File: src/rtl/axi_const_resp_slv_if.sv
// Default AXI request/response struct types and the slave-port interface
// that carries them between a requester and axi_const_resp_slv.
package axi_const_resp_slv_pkg;

  typedef struct packed {
    logic [3:0]  id;
    logic [31:0] addr;
    logic [7:0]  len;
    logic [2:0]  size;
    logic [1:0]  burst;
    logic [5:0]  atop;
    logic        user;
  } aw_chan_t;

  typedef struct packed {
    logic [31:0] data;
    logic [3:0]  strb;
    logic        last;
    logic        user;
  } w_chan_t;

  typedef struct packed {
    logic [3:0] id;
    logic [1:0] resp;
    logic       user;
  } b_chan_t;

  typedef struct packed {
    logic [3:0]  id;
    logic [31:0] addr;
    logic [7:0]  len;
    logic [2:0]  size;
    logic [1:0]  burst;
    logic        user;
  } ar_chan_t;

  typedef struct packed {
    logic [3:0]  id;
    logic [31:0] data;
    logic [1:0]  resp;
    logic        last;
    logic        user;
  } r_chan_t;

  typedef struct packed {
    aw_chan_t aw;
    logic     aw_valid;
    w_chan_t  w;
    logic     w_valid;
    logic     b_ready;
    ar_chan_t ar;
    logic     ar_valid;
    logic     r_ready;
  } req_t;

  typedef struct packed {
    logic     aw_ready;
    logic     ar_ready;
    logic     w_ready;
    b_chan_t  b;
    logic     b_valid;
    r_chan_t  r;
    logic     r_valid;
  } resp_t;

endpackage

interface axi_const_resp_slv_if #(
  parameter type req_t  = axi_const_resp_slv_pkg::req_t,
  parameter type resp_t = axi_const_resp_slv_pkg::resp_t
);
  req_t  slv_req_i;
  resp_t slv_resp_o;

  modport master (output slv_req_i, input  slv_resp_o);
  modport slave  (input  slv_req_i, output slv_resp_o);
endinterface

File: src/rtl/axi_const_resp_slv.sv
// Terminating AXI4 responder: accepts every request and answers with a fixed
// response code and fixed read data. Macro AXI_CONST_RESP_SLV_ATOP_EN adds R bursts for atomics.
//
// state  | meaning
// W_IDLE | waiting for AW; W back-pressured
// W_DATA | swallowing W beats until w.last
// W_RESP | presenting B until b_ready
// R_IDLE | waiting for AR (or a pending atomic read response)
// R_DATA | streaming beats until the counter reaches zero
module axi_const_resp_slv #(
  parameter type         req_t    = axi_const_resp_slv_pkg::req_t,
  parameter type         resp_t   = axi_const_resp_slv_pkg::resp_t,
  parameter logic [1:0]  RespCode = 2'b11,
  parameter logic [63:0] RespData = 64'hCA11_AB1E_BAD_CAB1E
) (
  input  logic                 clk_i,
  input  logic                 rst_i,
  axi_const_resp_slv_if.slave  slv,
  output logic                 busy_o
);

  req_t  req;
  resp_t resp;

  assign req            = slv.slv_req_i;
  assign slv.slv_resp_o = resp;

  localparam int BIdW  = $bits(resp.b.id);
  localparam int RIdW  = $bits(resp.r.id);
  localparam int DataW = $bits(resp.r.data);

  typedef enum logic [1:0] {W_IDLE, W_DATA, W_RESP} w_state_e;
  typedef enum logic       {R_IDLE, R_DATA} r_state_e;

  w_state_e w_state_q, w_state_d;
  r_state_e r_state_q, r_state_d;

  logic [BIdW-1:0] w_id_q, w_id_d;
  logic [RIdW-1:0] r_id_q, r_id_d;
  logic [7:0]      r_cnt_q, r_cnt_d;
  logic            r_atop_q, r_atop_d;

  logic            aw_ready, w_ready, b_valid;
  logic            ar_ready, r_valid;
  logic            aw_hs, r_last_hs;

  logic            atop_pending;
  logic [RIdW-1:0] atop_id;
  logic [7:0]      atop_len;

  // Read data pattern repeats every 64 bits, so it truncates or replicates.
  logic [DataW-1:0] resp_data;
  for (genvar g = 0; g < DataW; g++) begin : g_data
    assign resp_data[g] = RespData[g % 64];
  end

  assign aw_hs = (w_state_q == W_IDLE) && !atop_pending && req.aw_valid;

  always_comb begin
    w_state_d = w_state_q;
    w_id_d    = w_id_q;
    aw_ready  = 1'b0;
    w_ready   = 1'b0;
    b_valid   = 1'b0;
    case (w_state_q)
      W_IDLE: begin
        aw_ready = !atop_pending;
        if (aw_hs) begin
          w_id_d    = req.aw.id;
          w_state_d = W_DATA;
        end
      end
      W_DATA: begin
        w_ready = 1'b1;
        if (req.w_valid && req.w.last) w_state_d = W_RESP;
      end
      W_RESP: begin
        b_valid = 1'b1;
        if (req.b_ready) w_state_d = W_IDLE;
      end
      default: w_state_d = W_IDLE;
    endcase
  end

  always_comb begin
    r_state_d = r_state_q;
    r_id_d    = r_id_q;
    r_cnt_d   = r_cnt_q;
    r_atop_d  = r_atop_q;
    ar_ready  = 1'b0;
    r_valid   = 1'b0;
    r_last_hs = 1'b0;
    case (r_state_q)
      R_IDLE: begin
        ar_ready = !atop_pending;
        if (atop_pending) begin
          r_id_d    = atop_id;
          r_cnt_d   = atop_len;
          r_atop_d  = 1'b1;
          r_state_d = R_DATA;
        end else if (req.ar_valid) begin
          r_id_d    = req.ar.id;
          r_cnt_d   = req.ar.len;
          r_atop_d  = 1'b0;
          r_state_d = R_DATA;
        end
      end
      R_DATA: begin
        r_valid = 1'b1;
        if (req.r_ready) begin
          if (r_cnt_q == 8'd0) begin
            r_last_hs = 1'b1;
            r_atop_d  = 1'b0;
            r_state_d = R_IDLE;
          end else begin
            r_cnt_d = r_cnt_q - 8'd1;
          end
        end
      end
      default: r_state_d = R_IDLE;
    endcase
  end

  always_ff @(posedge clk_i) begin
    if (rst_i) begin
      w_state_q <= W_IDLE;
      w_id_q    <= '0;
    end else begin
      w_state_q <= w_state_d;
      w_id_q    <= w_id_d;
    end
  end

  always_ff @(posedge clk_i) begin
    if (rst_i) begin
      r_state_q <= R_IDLE;
      r_id_q    <= '0;
      r_cnt_q   <= '0;
      r_atop_q  <= 1'b0;
    end else begin
      r_state_q <= r_state_d;
      r_id_q    <= r_id_d;
      r_cnt_q   <= r_cnt_d;
      r_atop_q  <= r_atop_d;
    end
  end

`ifdef AXI_CONST_RESP_SLV_ATOP_EN
  logic            atop_pending_q, atop_pending_d;
  logic [RIdW-1:0] atop_id_q, atop_id_d;
  logic [7:0]      atop_len_q, atop_len_d;

  // Only atomics that return data (atop[5]) need an R burst.
  always_comb begin
    atop_pending_d = atop_pending_q;
    atop_id_d      = atop_id_q;
    atop_len_d     = atop_len_q;
    if (aw_hs && req.aw.atop[5]) begin
      atop_pending_d = 1'b1;
      atop_id_d      = req.aw.id;
      atop_len_d     = req.aw.len;
    end
    if (r_last_hs && r_atop_q) atop_pending_d = 1'b0;
  end

  always_ff @(posedge clk_i) begin
    if (rst_i) begin
      atop_pending_q <= 1'b0;
      atop_id_q      <= '0;
      atop_len_q     <= '0;
    end else begin
      atop_pending_q <= atop_pending_d;
      atop_id_q      <= atop_id_d;
      atop_len_q     <= atop_len_d;
    end
  end

  assign atop_pending = atop_pending_q;
  assign atop_id      = atop_id_q;
  assign atop_len     = atop_len_q;
`else
  assign atop_pending = 1'b0;
  assign atop_id      = '0;
  assign atop_len     = '0;

  logic unused_atop;
  assign unused_atop = r_atop_q ^ r_last_hs;
`endif

  // Most request payload is deliberately discarded.
  logic unused_req;
  assign unused_req = ^req;

  always_comb begin
    resp          = '0;
    resp.aw_ready = aw_ready & ~rst_i;
    resp.w_ready  = w_ready  & ~rst_i;
    resp.b_valid  = b_valid  & ~rst_i;
    resp.ar_ready = ar_ready & ~rst_i;
    resp.r_valid  = r_valid  & ~rst_i;
    resp.b.id     = w_id_q;
    resp.b.resp   = RespCode;
    resp.r.id     = r_id_q;
    resp.r.data   = resp_data;
    resp.r.resp   = RespCode;
    resp.r.last   = (r_cnt_q == 8'd0);
  end

  assign busy_o = ~rst_i & ((w_state_q != W_IDLE) | (r_state_q != R_IDLE) | atop_pending);

endmodule

File: src/flat_wrapper.sv
// flat-port wrapper written by rule: the top's interface ports become plain ports
module axi_const_resp_slv_flat 
#(
  parameter type         req_t    = axi_const_resp_slv_pkg::req_t,
  parameter type         resp_t   = axi_const_resp_slv_pkg::resp_t,
  parameter logic [1:0]  RespCode = 2'b11,
  parameter logic [63:0] RespData = 64'hCA11_AB1E_BAD_CAB1E
)
  (clk_i, rst_i, busy_o, slv_slv_req_i, slv_slv_resp_o);
  axi_const_resp_slv_if #(.req_t(req_t), .resp_t(resp_t)) slv_i ();
  input  logic clk_i;
  input  logic rst_i;
  output logic busy_o;
  input wire logic [$bits(slv_i.slv_req_i)-1:0] slv_slv_req_i;
  output wire logic [$bits(slv_i.slv_resp_o)-1:0] slv_slv_resp_o;
  assign slv_i.slv_req_i = slv_slv_req_i;
  assign slv_slv_resp_o = slv_i.slv_resp_o;
  axi_const_resp_slv #(.req_t(req_t), .resp_t(resp_t), .RespCode(RespCode), .RespData(RespData)) u_core (.clk_i(clk_i), .rst_i(rst_i), .slv(slv_i), .busy_o(busy_o));
endmodule
File: config.mk
export PLATFORM = sky130hd
export DESIGN_NAME = axi_const_resp_slv_flat
export DESIGN_NICKNAME = d
export VERILOG_FILES = /design/src/rtl/axi_const_resp_slv_if.sv /design/src/rtl/axi_const_resp_slv.sv /design/src/flat_wrapper.sv
export SDC_FILE = /design/constraint.sdc
export NUM_CORES = 1
export LEC_CHECK = 0
export CAP_MARGIN = 30
export CORE_MARGIN = 3
export CORE_UTILIZATION = 25
export DETAILED_ROUTE_END_ITERATION = 10
export PLACE_DENSITY = 0.84
export SYNTH_ARGS = -nofsm -noshare
export SYNTH_HDL_FRONTEND = slang
export SYNTH_SLANG_ARGS = --single-unit
File: constraint.sdc
create_clock -name clk_i -period 4.1 [get_ports clk_i]
set_input_delay 1.23 -clock clk_i [delete_from_list [all_inputs] [get_ports clk_i]]
set_output_delay 1.23 -clock clk_i [all_outputs]
set_load 0.05 [all_outputs]
==> results of run 1 <==
registers in the layout, indices dropped and copies added (netlist names):
name              flops
u_core.r_state_q      1
u_core.w_id_q         4
u_core.w_state_q      2
u_core.r_id_q         4
u_core.r_cnt_q        8
metal layers:
| metal | vias to the layer above | GRT usage, % | part of all wire (%) |
|---|---|---|---|
| met1 | 453 | 11.6 | 42 |
| met3 | 4 | 4.82 | 14 |
| met2 | 59 | 12.3 | 42 |
| met4 | 0 | 4.20 | 1.2 |
| li1 | 528 | - | - |
| met5 | - | 0 | 0 |
worst reg2reg max path, delay by kind of cell (launching register included):
family / cells / cell delay [ps]
flops: 1 / 370
compound gates: 3 / 660
fa+ha+maj: 1 / 250
buf+inv: 2 / 270
simple gates: 1 / 140
path summary, 6_finish.rpt:
path	slack (ps)	cells past startpoint	start	to
worst min-delay path	490	2	u_core.r_cnt_q[7]$_SDFFE_PP0P_	u_core.r_cnt_q[7]$_SDFFE_PP0P_
worst max-delay path	490	4	rst_i	slv_slv_resp_o[50]
worst max register to register	2320	7	u_core.r_cnt_q[0]$_SDFFE_PP0P_	u_core.r_cnt_q[0]$_SDFFE_PP0P_
worst min register to register	490	2	u_core.r_cnt_q[7]$_SDFFE_PP0P_	u_core.r_cnt_q[7]$_SDFFE_PP0P_
logic make-up after synthesis:
| kind of cell | count (synthesis) | synth area share, % |
|---|---|---|
| other | 2 | 0.573 |
| muxes | 11 | 8.60 |
| AOI/OAI and AO/OA | 30 | 15.9 |
| DFF | 19 | 29.0 |
| and+or+nand+nor | 43 | 19.1 |
| buffers and inverters | 51 | 25.9 |
| adders and majority gates | 1 | 0.955 |
report_power, final:
part	internal (uW)	switching [uW]	total, uW
Combinational	100	195	296
Sequential	201	17.0	218
Clock	67.6	64.4	132
cells in the mapped netlist (2+ instances only):
| library cell | instances |
|---|---|
| nor3b_1 | 2 |
| conb_1 | 2 |
| nand2_1 | 7 |
| mux2i_1 | 9 |
| a21oi_1 | 12 |
| buf_4 | 39 |
| inv_1 | 5 |
| mux2_2 | 2 |
| nor2_1 | 16 |
| dfxtp_1 | 19 |
| clkbuf_1 | 6 |
| o21ai_1 | 8 |
| nor2b_1 | 3 |
| nor3_1 | 4 |
layout make-up:
class / count / share of cell area [%]
clock inverters: 1 / 0.291
repair buffers: 41 / 26.9
inverters: 5 / 1.09
well taps: 67 / 4.88
multi-input cells: 123 / 42.2
flip-flops and latches: 19 / 22.1
clock buffers: 3 / 2.40
per-stage QoR:
stage / cells / instance area, um^2 / worst slack (ps)
6_report: 259 / 1720 / 488
5_1_grt: 259 / 1720 / 399
4_1_cts: 259 / 1720 / 463
3_5_place_dp: 255 / 1670 / 465
3_3_place_gp: 255 / 1670 / 462
2_1_floorplan: 193 / 1450 / 228
==> results.sh, run 1 <==
export IMPL_outcome="finished clean"
export IMPL_port_buffers=38
export IMPL_crit_fanout=19
export IMPL_grt_max_degree=20
export IMPL_wl_per_cell_um=10.9
export IMPL_clkTransAtPathRegs_ps=80
export IMPL_wl_mm=2.81
export IMPL_drtIter0Drc=32
export IMPL_core_um2=4880
export IMPL_globalRouteOverflowTotal=0
export IMPL_yosys_area_top_type="dfxtp_1"
export IMPL_final_setup_viol_count=0
export IMPL_drive_gt1_share_pct=13.0
export IMPL_clock_latency_ps=260
export IMPL_fin_nets=345
export IMPL_cts_hold_buf=0
export IMPL_die_x_um=78.4
export IMPL_multi_input_area_um2=726
export IMPL_async_reset_ff_share_pct=0
export IMPL_place_congestion=0.704
export IMPL_synth_top_cell_area_share_pct=29.0
export IMPL_tightest_slew_ps=513
export IMPL_yosysWarnings=0
export IMPL_post_cts_setup_buffers=0
export IMPL_endpoint_kind="output pin"
export IMPL_synth_cell_types=37
export IMPL_antenna_cells=0
export IMPL_arrival_ps=2380
export IMPL_skew_ps=6.21
export IMPL_drc=0
export IMPL_num_rows=25
export IMPL_critPathRequiredTime_ps=2870
export IMPL_synth_edf_count=0
export IMPL_syn_inst=157
export IMPL_avgSynthCellArea_um2=8.34
export IMPL_cp_top_family="buffers and inverters"
export IMPL_synthFlopType="dfxtp_1"
export IMPL_hold_path_class="flip-flop to flip-flop"
export IMPL_cts_tree="built"
export IMPL_power_leakage_uw=0.000699
export IMPL_fmax_mhz=277
export IMPL_cap_violations=0
export IMPL_vias_per_cell=4.03
export IMPL_irDropWorstVdd_uv=163
export IMPL_die_height_um=78.4
export IMPL_fin_crit_sh_pct=88.1
export IMPL_seq_area_um2=380
export IMPL_cts_max_level=1
export IMPL_worst_hold_slack_ps=494
export IMPL_yosysSeqAreaShare_pct=29.0
export IMPL_dieArea_um2=6140
export IMPL_grt_total_usage_pct=9.04
export IMPL_cts_buffers=3
export IMPL_dr_pass1_iters=4
export IMPL_final_common_cell="conb_1"
export IMPL_fill_cells=521
export IMPL_num_vias=1044
export IMPL_hold_viol=0
export IMPL_final_antenna_net_count=0
export IMPL_relSlewSlack_pct=65.7
export IMPL_worstSetupPathType="input pin to output pin"
export IMPL_cts_sink_count=19
export IMPL_power_density_nw_per_um2=376
export IMPL_antenna_found_initial=0
export IMPL_grt_pass1_vias=958
export IMPL_rsz0062_at_grt="false"
export IMPL_hpwl_mm=2.19
export IMPL_synth_seq_cells=19
export IMPL_final_core_util_pct=35.2
export IMPL_cts_root_buf="clkbuf_8"
export IMPL_p_total_uw=646
export IMPL_crit_chain="clkdlybuf4s50_1 > buf_4 > nor2_1 > buf_12"
export IMPL_layout_common_cells="conb_1, clkdlybuf4s50_1, dfxtp_1, nor2_1, a21oi_1"
export IMPL_finalSetupTns_ps=0
export IMPL_cp_start_kind="input pin"
export IMPL_post_cts_resize_count=0
export IMPL_cp_slowest_stage_delay_ps=520
export IMPL_ios=204
export IMPL_syn_area_um2=1310
export IMPL_path_buf_inv=3
export IMPL_ys_top_cells_by_area="dfxtp_1, buf_4, mux2i_1"
export IMPL_start_util_pct=26.8
export IMPL_grt_pass1_wl_mm=4.44
export IMPL_cpMaxStageDelayCell="clkdlybuf4s50_1"
export IMPL_min_period_ps=3610
export IMPL_clockBufferDepth=2
export IMPL_syn_to_final_growth_pct=31.1
export IMPL_maxSlewViolCount=0
(Power assumes the default switching activity.)
==> inputs of run 2 (changes only) <==
- ABC_CLOCK_PERIOD_IN_PS: not set -> 4100
==> results of run 2 <==
No change in the layout: final DEF, timing and power equal those of run 1.
